$ cat src/rtl/uart_tx_driver.sv
// UART transmitter that injects console bytes into the chip's uart_rx pin.
// Bytes are pushed over a valid/ready interface into a small circular FIFO,
// then serialised LSB-first with an optional even-parity bit and 1 or 2
// stop bits. A new frame only starts while the active-low cts_ni is low.
module uart_tx_driver #(
  parameter int CLK_FREQ_HZ = 100000000,
  parameter int BAUD_RATE   = 3125000,
  parameter int FIFO_DEPTH  = 8,
  parameter int PARITY_EN   = 0,
  parameter int STOP_BITS   = 1
) (
  input  logic                                 clk,
  input  logic                                 rst,
  input  logic [7:0]                           tx_data_i,
  input  logic                                 tx_valid_i,
  output logic                                 tx_ready_o,
  input  logic                                 cts_ni,
  output logic                                 uart_tx_o,
  output logic                                 busy_o,
  output logic [$clog2(FIFO_DEPTH+1)-1:0]      fifo_count_o
);

  localparam int DIV      = CLK_FREQ_HZ / BAUD_RATE;
  localparam int STOP_LEN = STOP_BITS * DIV;
  // The baud counter also times the whole stop period, so size it for that.
  localparam int BAUD_W   = $clog2(STOP_LEN);
  localparam int CNT_W    = $clog2(FIFO_DEPTH + 1);
  localparam int PTR_W    = $clog2(FIFO_DEPTH);

  localparam logic [BAUD_W-1:0] BIT_LAST  = BAUD_W'(DIV - 1);
  localparam logic [BAUD_W-1:0] STOP_LAST = BAUD_W'(STOP_LEN - 1);
  localparam logic [CNT_W-1:0]  FULL_CNT  = CNT_W'(FIFO_DEPTH);

  // Reject parameter sets the datapath cannot honour.
  if (DIV < 2) begin : g_bad_div
    $error("uart_tx_driver: CLK_FREQ_HZ/BAUD_RATE must be at least 2");
  end
  if (FIFO_DEPTH < 2 || (FIFO_DEPTH & (FIFO_DEPTH - 1)) != 0) begin : g_bad_depth
    $error("uart_tx_driver: FIFO_DEPTH must be a power of two, at least 2");
  end
  if (STOP_BITS != 1 && STOP_BITS != 2) begin : g_bad_stop
    $error("uart_tx_driver: STOP_BITS must be 1 or 2");
  end

  typedef enum logic [2:0] {
    S_IDLE,
    S_START,
    S_DATA,
    S_PARITY,
    S_STOP
  } state_e;

  state_e              state_q, state_d;
  logic [BAUD_W-1:0]   baud_q, baud_d;
  logic [2:0]          bit_q, bit_d;
  logic [7:0]          shift_q, shift_d;
  logic                parity_q, parity_d;
  logic                tx_q, tx_d;
  logic                busy_q, busy_d;
  logic [PTR_W-1:0]    wr_ptr_q, wr_ptr_d;
  logic [PTR_W-1:0]    rd_ptr_q, rd_ptr_d;
  logic [CNT_W-1:0]    count_q, count_d;

  logic [7:0]          fifo_mem [FIFO_DEPTH];
  logic [7:0]          head_data;
  logic                push;
  logic                pop;
  logic                start_ok;

  // Full is judged on the registered count, so a same-cycle pop never
  // frees a slot for a push arriving while full.
  assign push      = tx_valid_i && (count_q != FULL_CNT);
  assign head_data = fifo_mem[rd_ptr_q];
  // Only the registered count is visible here: a byte pushed into an empty
  // FIFO cannot be popped until the edge after it was written.
  assign start_ok  = (count_q != '0) && !cts_ni;

  // FIFO storage; contents are not reset, the pointers define validity.
  always_ff @(posedge clk) begin
    if (push) begin
      fifo_mem[wr_ptr_q] <= tx_data_i;
    end
  end

  // FIFO pointer and occupancy update.
  always_comb begin
    wr_ptr_d = wr_ptr_q;
    rd_ptr_d = rd_ptr_q;
    count_d  = count_q;
    if (push) begin
      wr_ptr_d = wr_ptr_q + 1'b1;
    end
    if (pop) begin
      rd_ptr_d = rd_ptr_q + 1'b1;
    end
    case ({push, pop})
      2'b10:   count_d = count_q + 1'b1;
      2'b01:   count_d = count_q - 1'b1;
      default: count_d = count_q;
    endcase
  end

  // Frame sequencer: next state, bit timing and the next line value.
  always_comb begin
    logic load;
    state_d  = state_q;
    baud_d   = baud_q + 1'b1;
    bit_d    = bit_q;
    shift_d  = shift_q;
    parity_d = parity_q;
    tx_d     = tx_q;
    pop      = 1'b0;
    load     = 1'b0;

    case (state_q)
      S_IDLE: begin
        baud_d = '0;
        tx_d   = 1'b1;
        if (start_ok) begin
          load = 1'b1;
        end
      end
      S_START: begin
        if (baud_q == BIT_LAST) begin
          baud_d  = '0;
          state_d = S_DATA;
          tx_d    = shift_q[0];
        end
      end
      S_DATA: begin
        if (baud_q == BIT_LAST) begin
          baud_d  = '0;
          shift_d = {1'b0, shift_q[7:1]};
          if (bit_q == 3'd7) begin
            if (PARITY_EN != 0) begin
              state_d = S_PARITY;
              tx_d    = parity_q;
            end else begin
              state_d = S_STOP;
              tx_d    = 1'b1;
            end
          end else begin
            bit_d = bit_q + 3'd1;
            tx_d  = shift_q[1];
          end
        end
      end
      S_PARITY: begin
        if (baud_q == BIT_LAST) begin
          baud_d  = '0;
          state_d = S_STOP;
          tx_d    = 1'b1;
        end
      end
      S_STOP: begin
        if (baud_q == STOP_LAST) begin
          baud_d = '0;
          if (start_ok) begin
            // Back-to-back frames: no idle cycle between stop and start.
            load = 1'b1;
          end else begin
            state_d = S_IDLE;
            tx_d    = 1'b1;
          end
        end
      end
      default: begin
        state_d = S_IDLE;
        baud_d  = '0;
        tx_d    = 1'b1;
      end
    endcase

    if (load) begin
      pop      = 1'b1;
      shift_d  = head_data;
      parity_d = ^head_data;
      bit_d    = 3'd0;
      state_d  = S_START;
      tx_d     = 1'b0;
    end
  end

  // busy reflects the state being entered so it stays aligned with the line.
  always_comb begin
    busy_d = (state_d != S_IDLE);
  end

  // State registers with synchronous reset; reset abandons any frame.
  always_ff @(posedge clk) begin
    if (rst) begin
      state_q  <= S_IDLE;
      baud_q   <= '0;
      bit_q    <= '0;
      shift_q  <= '0;
      parity_q <= 1'b0;
      tx_q     <= 1'b1;
      busy_q   <= 1'b0;
      wr_ptr_q <= '0;
      rd_ptr_q <= '0;
      count_q  <= '0;
    end else begin
      state_q  <= state_d;
      baud_q   <= baud_d;
      bit_q    <= bit_d;
      shift_q  <= shift_d;
      parity_q <= parity_d;
      tx_q     <= tx_d;
      busy_q   <= busy_d;
      wr_ptr_q <= wr_ptr_d;
      rd_ptr_q <= rd_ptr_d;
      count_q  <= count_d;
    end
  end

  assign tx_ready_o   = (count_q != FULL_CNT);
  assign uart_tx_o    = tx_q;
  assign busy_o       = busy_q;
  assign fifo_count_o = count_q;

endmodule

$ cat config.mk
export PLATFORM = sky130hd
export DESIGN_NAME = uart_tx_driver
export DESIGN_NICKNAME = d
export VERILOG_FILES = /design/src/rtl/uart_tx_driver.sv
export SDC_FILE = /design/constraint.sdc
export NUM_CORES = 1
export LEC_CHECK = 0
export CAP_MARGIN = 20
export CELL_PAD_IN_SITES_DETAIL_PLACEMENT = 0
export CELL_PAD_IN_SITES_GLOBAL_PLACEMENT = 1
export CORE_MARGIN = 2
export CORE_UTILIZATION = 50
export CTS_CLUSTER_DIAMETER = 120
export DETAILED_ROUTE_END_ITERATION = 7
export HOLD_SLACK_MARGIN = 0.08
export PLACE_DENSITY_LB_ADDON = 0.1
export SLEW_MARGIN = 20
export SYNTH_ARGS = -nofsm -noshare
export SYNTH_HDL_FRONTEND = slang
export SYNTH_SLANG_ARGS = --single-unit
$ cat constraint.sdc
create_clock -name clk -period 4.86 [get_ports clk]
set_input_delay 0.972 -clock clk [delete_from_list [all_inputs] [get_ports clk]]
set_output_delay 0.972 -clock clk [all_outputs]
set_load 0.005 [all_outputs]
# [Word level (Yosys, flattened, before mapping)]
# Memories as Yosys holds them, arrays and structs flattened. A register that Yosys moved wholly into a read port is not among the register bits.
# Cells that the tools add are included.
[totals] register_bits=31 latch_bits=0 ramBits=64 rom_bits=0 mem_count=1
[memory_table] name="fifo_mem" words=8 width=8 read_ports=1 rd_clocked_by_memory_dff=1 wr=1 line_no="64" source="logic [7:0] fifo_mem [FIFO_DEPTH];"
[op_classes] add_sub_neg=6 n_mul=0 div_mod_pow=0 n_lt_le_gt_ge=0 n_eq_ne=14 shift=0 muxes=28 bitwise=2 reduce_logical=15
[ops] op="$mux W3" n=9
[ops] op="$mux W8" n=3
[ops] op="$ne A3 B3 Y1 const B" n=5
[ops] op="$pmux W3 S5" n=1
[ops] op="$mux W1" n=12
[ops] op="$add A3 B1 Y3 const B" n=3
[ops] op="$pmux W4 S2" n=1
[ops] op="$eq A3 B2 Y1 const B" n=2
[ops] op="$eq A3 B3 Y1 const B" n=2
[ops] op="$reduce_bool A2 Y1" n=3
[ops] op="$add A5 B1 Y5 const B" n=1
[ops] op="$eq A5 B5 Y1 const B" n=1
[ops] op="$reduce_and A5 Y1" n=1
[ops] op="$add A4 B1 Y4 const B" n=1
[ops] op="$ne A4 B4 Y1 const B" n=1
[ops] op="$pmux W1 S4" n=1
[ops] op="$reduce_bool A4 Y1" n=1
[ops] op="$reduce_or A4 Y1" n=1
[ops] op="$sub A4 B1 Y4 const B" n=1
[ops] op="$eq A3 B1 Y1 const B" n=1
[ops] op="$logic_not A3 Y1" n=1
[ops] op="$reduce_and A3 Y1" n=1
[ops] op="$reduce_bool A3 Y1" n=1
[ops] op="$reduce_or A3 Y1" n=1
[ops] op="8 further kinds" n=10

# [Logic depth before layout (Yosys ltp)]
[logic_depth] ltp_word=8 mapped_depth=14 depth_no_buf=13

# [Worst setup path before layout]
# Ideal clock, no wire load.
[synth_path] path_kind="register -> register" from="register baud_q[0]" to="register count_q[2] (netlist: fifo_count_o[2])" setup_time_ps=70 arrival_time_ps=2625 t_required_ps=4790 slack_ps=2165 stages_incl_launch_ff=15 path_cell_list="dfxtp_1 -> ha_1 -> and3_1 -> ha_1 -> nand2b_1 -> nand4_2 -> inv_2 -> buf_6 -> ha_1 -> xor2_1 -> ha_1 -> a21oi_1 -> xor2_1 -> or3_1 -> a21oi_1"
[synth_via] elab_chain_cells=6 elab_cells_between_ends=8 cone_classes="3 x eq/ne; 4 x mux; 1 x reduce/logical"
[synth_rtl] item="start: declaration" line_no="54" source="logic [BAUD_W-1:0] baud_q, baud_d;"
[synth_rtl] item="start signal: assignment" line_no="204" source="baud_q <= baud_d;"
[synth_rtl] item="$eq A5 B5 Y1 (*)" line_no="156" source="if (baud_q == STOP_LAST) begin"
[synth_rtl] item="$mux W1 (*)" line_no="156"
[synth_rtl] item="$pmux W1 S2 (*)" line_no="115" source="case (state_q)"
[synth_rtl] item="$mux W1 (*)" line_no="174" source="if (load) begin"
[synth_rtl] item="$eq A2 B1 Y1 / $eq A2 B2 Y1 (equally long branches)" line_no="96" source="case ({push, pop})"
[synth_rtl] item="$pmux W4 S2 / $reduce_bool A2 Y1 (equally long branches)"
[synth_rtl] item="end signal: assignment" line_no="212" source="count_q <= count_d;"
[synth_rtl] item="end: declaration" line_no="62" source="logic [CNT_W-1:0] count_q, count_d;"
# Every way passes the cells marked *; elsewhere a longest branch is shown, timed or not.
# A chain may end at the register's enable or synchronous reset.

# [Worst setup path in the final report]
# Same ends and word-level chain as after synthesis.

==> results.py <==
metrics = {
    "job": {
        "cap_violations": 0,
    },
    "floorplanning": {
        "pin_count": 19,
        "die_w_um": 94.4,
        "start_util_pct": 52.4,
        "rows": 32,
        "die_h_um": 94.4,
        "coreArea_um2": 7810,
        "dieArea_um2": 8910,
    },
    "place": {
        "dp_slack_ps": 1360,
        "dp.cells": 385,
        "dpl_cell_area_um2": 4330,
        "port-buffer-count": 18,
        "hpwl_mm": 4.41,
        "gp_congestion": 0.743,
    },
    "route": {
        "ant_nets": 0,
        "via_per_inst": 5.60,
        "dr.pass1.iters": 4,
        "drt-initial-drc-count": 98,
        "wire_per_inst_um": 17.5,
        "drc": 0,
        "wl_mm": 7.03,
        "num_vias": 2247,
    },
    "hold_path": {
        "min_path_type": "flop to flop",
    },
    "worst_setup_path": {
        "startpoint": "baud_q[0]",
        "crit_chain": "ha_1, and3_1, ha_1, nand2b_1, nand4_2, inv_2, ha_1, xor2_1, ha_1, a21oi_1, xor2_1, or3_1, a21oi_1",
        "path_buf_inv": 1,
        "endpoint_kind": "flop",
        "arrival_ps": 3550,
        "r2r_setup_slack_ps": 1600,
        "cp_common_cell": "ha_1",
        "endpoint": "fifo_count_o[2]",
        "slowest_stage": "dfxtp_1",
        "cp_slowest_stage_delay_ps": 370,
        "reg2reg_from": "baud_q[0]",
        "cp.required_ps": 5150,
        "critical_path_class": "flop to flop",
        "r2r_cells": 13,
        "path_max_fanout": 16,
        "cp_num_cells": 13,
        "cp-start-kind": "flop",
        "r2r-end": "fifo_count_o[2]",
        "cp_top_family": "simple AND/OR/NAND/NOR gates",
    },
    "power": {
        "power.total_mw": 1.90,
        "vdd_drop_max_mv": 0.261,
        "power.leakage_nw": 1.51,
        "p_per_area_nw_per_um2": 421,
    },
    "synthesis": {
        "synth_top_area_share_pct": 47.0,
        "synth_simple_gate_area_share_pct": 9.49,
        "yosysWarnings": 0,
        "synth_adder_area_share_pct": 3.06,
        "synth_seq_cells": 98,
        "synth_compound_area_share_pct": 5.72,
        "syn_area_um2": 4090,
        "synth_cell_types": 47,
        "ys_seq_area_share_pct": 63.7,
        "async_flop_share_pct": 0,
        "synth_top_family_by_area": "multiplexers",
        "synth_xor_area_share_pct": 1.93,
        "synth-main-ff-cell": "edfxtp_1",
        "synth_nets": 301,
        "synthMuxAreaShare_pct": 13.2,
        "yosysTopAreaCell": "edfxtp_1",
        "synthTopCellsByArea": "edfxtp_1 47%, dfxtp_1 17%, mux4_1 6.4%",
        "syn_area_per_cell_um2": 14.7,
        "synth_edf_count": 64,
        "synthCells": 279,
    },
    "global_route": {
        "grt_max_degree": 32,
        "grt_remaining_overflow": 0,
        "track_usage_pct": 17.8,
        "grt_pass1_wl_mm": 11.3,
        "antenna_found_initial": 0,
        "grt_pass1_vias": 2198,
    },
    "final_layout": {
        "post-route-util_pct": 57.9,
        "layout_common_cells": "64 x edfxtp_1, 34 x dfxtp_1, 20 x nor2_1",
        "final_common_cell": "edfxtp_1",
        "antennaDiodeCount": 0,
        "syn2layout_area_growth_pct": 10.5,
        "fin_nets": 316,
        "instances_no_fill": 401,
        "drive_above_1_share_pct": 14.4,
        "final_area_um2": 4520,
        "regArea_um2": 2600,
        "n_fill_cell": 660,
        "multi_input_area_um2": 1380,
    },
    "clocking": {
        "hold_buffers": 0,
        "h-tree-depth": 3,
        "path_clk_slew_ps": 100,
        "cts_setup_buffers": 0,
        "clockBufferDepth": 2,
        "cts_resized": 0,
        "cts_root_buf": "clkbuf_8",
        "numCtsBuffers": 9,
        "cts_tree": "done",
        "clk_latency_ps": 360,
        "cts.sinks": 98,
    },
    "timing": {
        "slew_violations": 0,
        "clock_skew_ps": 10.6,
        "final-hold-violation-count": 0,
        "fin_setup_tns_ps": 0,
        "rsz0062_at_grt": "false",
        "holdWs_ps": 463,
        "finalSetupViolCount": 0,
        "worst_slack_ps": 1600,
        "worst_pin_slew_ps": 929,
        "period_share_pct": 67.1,
        "slew_headroom_pct": 37.8,
        "max_freq_mhz": 307,
        "post-route-min-period_ps": 3260,
    },
    "status": {
        "status": "finished, final reports clean",
    },
}
[cells by family (layout without fill, tap and decap cells)]
kind of cell             Yosys count  after routing
AO/OA/AOI/OAI                     37             37
XOR/XNOR                           9              9
adder cells (fa/ha/maj)           10             10
buffers and inverters             22             42
flip-flops                        98             98
multiplexers                      29             29
AND/OR/NAND/NOR                   74             74
[how the worst min path moves through the flow]
stage | startpoint | end | slack (ps) | cells after the start
2_1_floorplan | baud_q[0] | baud_q[0] | 420 | 1
3_3_place_gp | baud_q[0] | baud_q[0] | 430 | 1
3_5_place_dp | baud_q[0] | baud_q[0] | 440 | 1
4_1_cts | baud_q[0] | baud_q[0] | 460 | 1
5_1_grt | baud_q[0] | baud_q[0] | 490 | 1
6_report | baud_q[0] | baud_q[0] | 460 | 1
[where the power goes]
group / switching, mW / total [mW] / internal [mW]
Combinational: 0.180 / 0.368 / 0.189
Sequential: 0.0731 / 1.04 / 0.966
Clock: 0.295 / 0.493 / 0.198
Total: 0.547 / 1.90 / 1.35
[cells in the mapped netlist (2+ instances only)]
master,instances
o21ai_1,3
clkbuf_1,8
buf_6,2
xnor2_1,2
nand3_1,14
edfxtp_1,64
o21ai_0,3
buf_2,4
a22oi_1,6
mux2i_1,5
nor3_1,11
mux2_2,8
or3_1,2
ha_1,10
mux4_1,10
mux4_2,6
nand2_1,9
nand2b_1,3
xor2_1,7
nor2_1,20
inv_2,2
dfxtp_1,34
a21oi_1,18
nor3b_1,2
nor4b_1,2
inv_1,3
[registers in the layout, summed over array words and instances (netlist names), named ones only]
name and flops:
bit_q 3, baud_q 5, rd_ptr_q 3, wr_ptr_q 3, busy_o 1, uart_tx_o 1
fifo_count_o 4, shift_q 8, fifo_mem 64, state_q 3
[routing by layer]
layer / part of all wire (%) / global-route usage [%] / up-vias
met3: 3.4 / 4.79 / 10
met4: 1.4 / 5.80 / 0
met5: 0 / 0 / -
met2: 49 / 29.8 / 33
met1: 46 / 22.6 / 1100
li1: - / - / 1104
[layout make-up]
| type | instances | area share, % |
|---|---|---|
| clock buffers | 10 | 2.83 |
| clock inverters | 6 | 1.25 |
| inverters | 6 | 0.526 |
| multi-input cells | 159 | 30.6 |
| flip-flops and latches | 98 | 57.6 |
| well taps | 102 | 2.83 |
| repair buffers | 20 | 4.32 |
No activity file was read; power rests on OpenSTA's default activity.
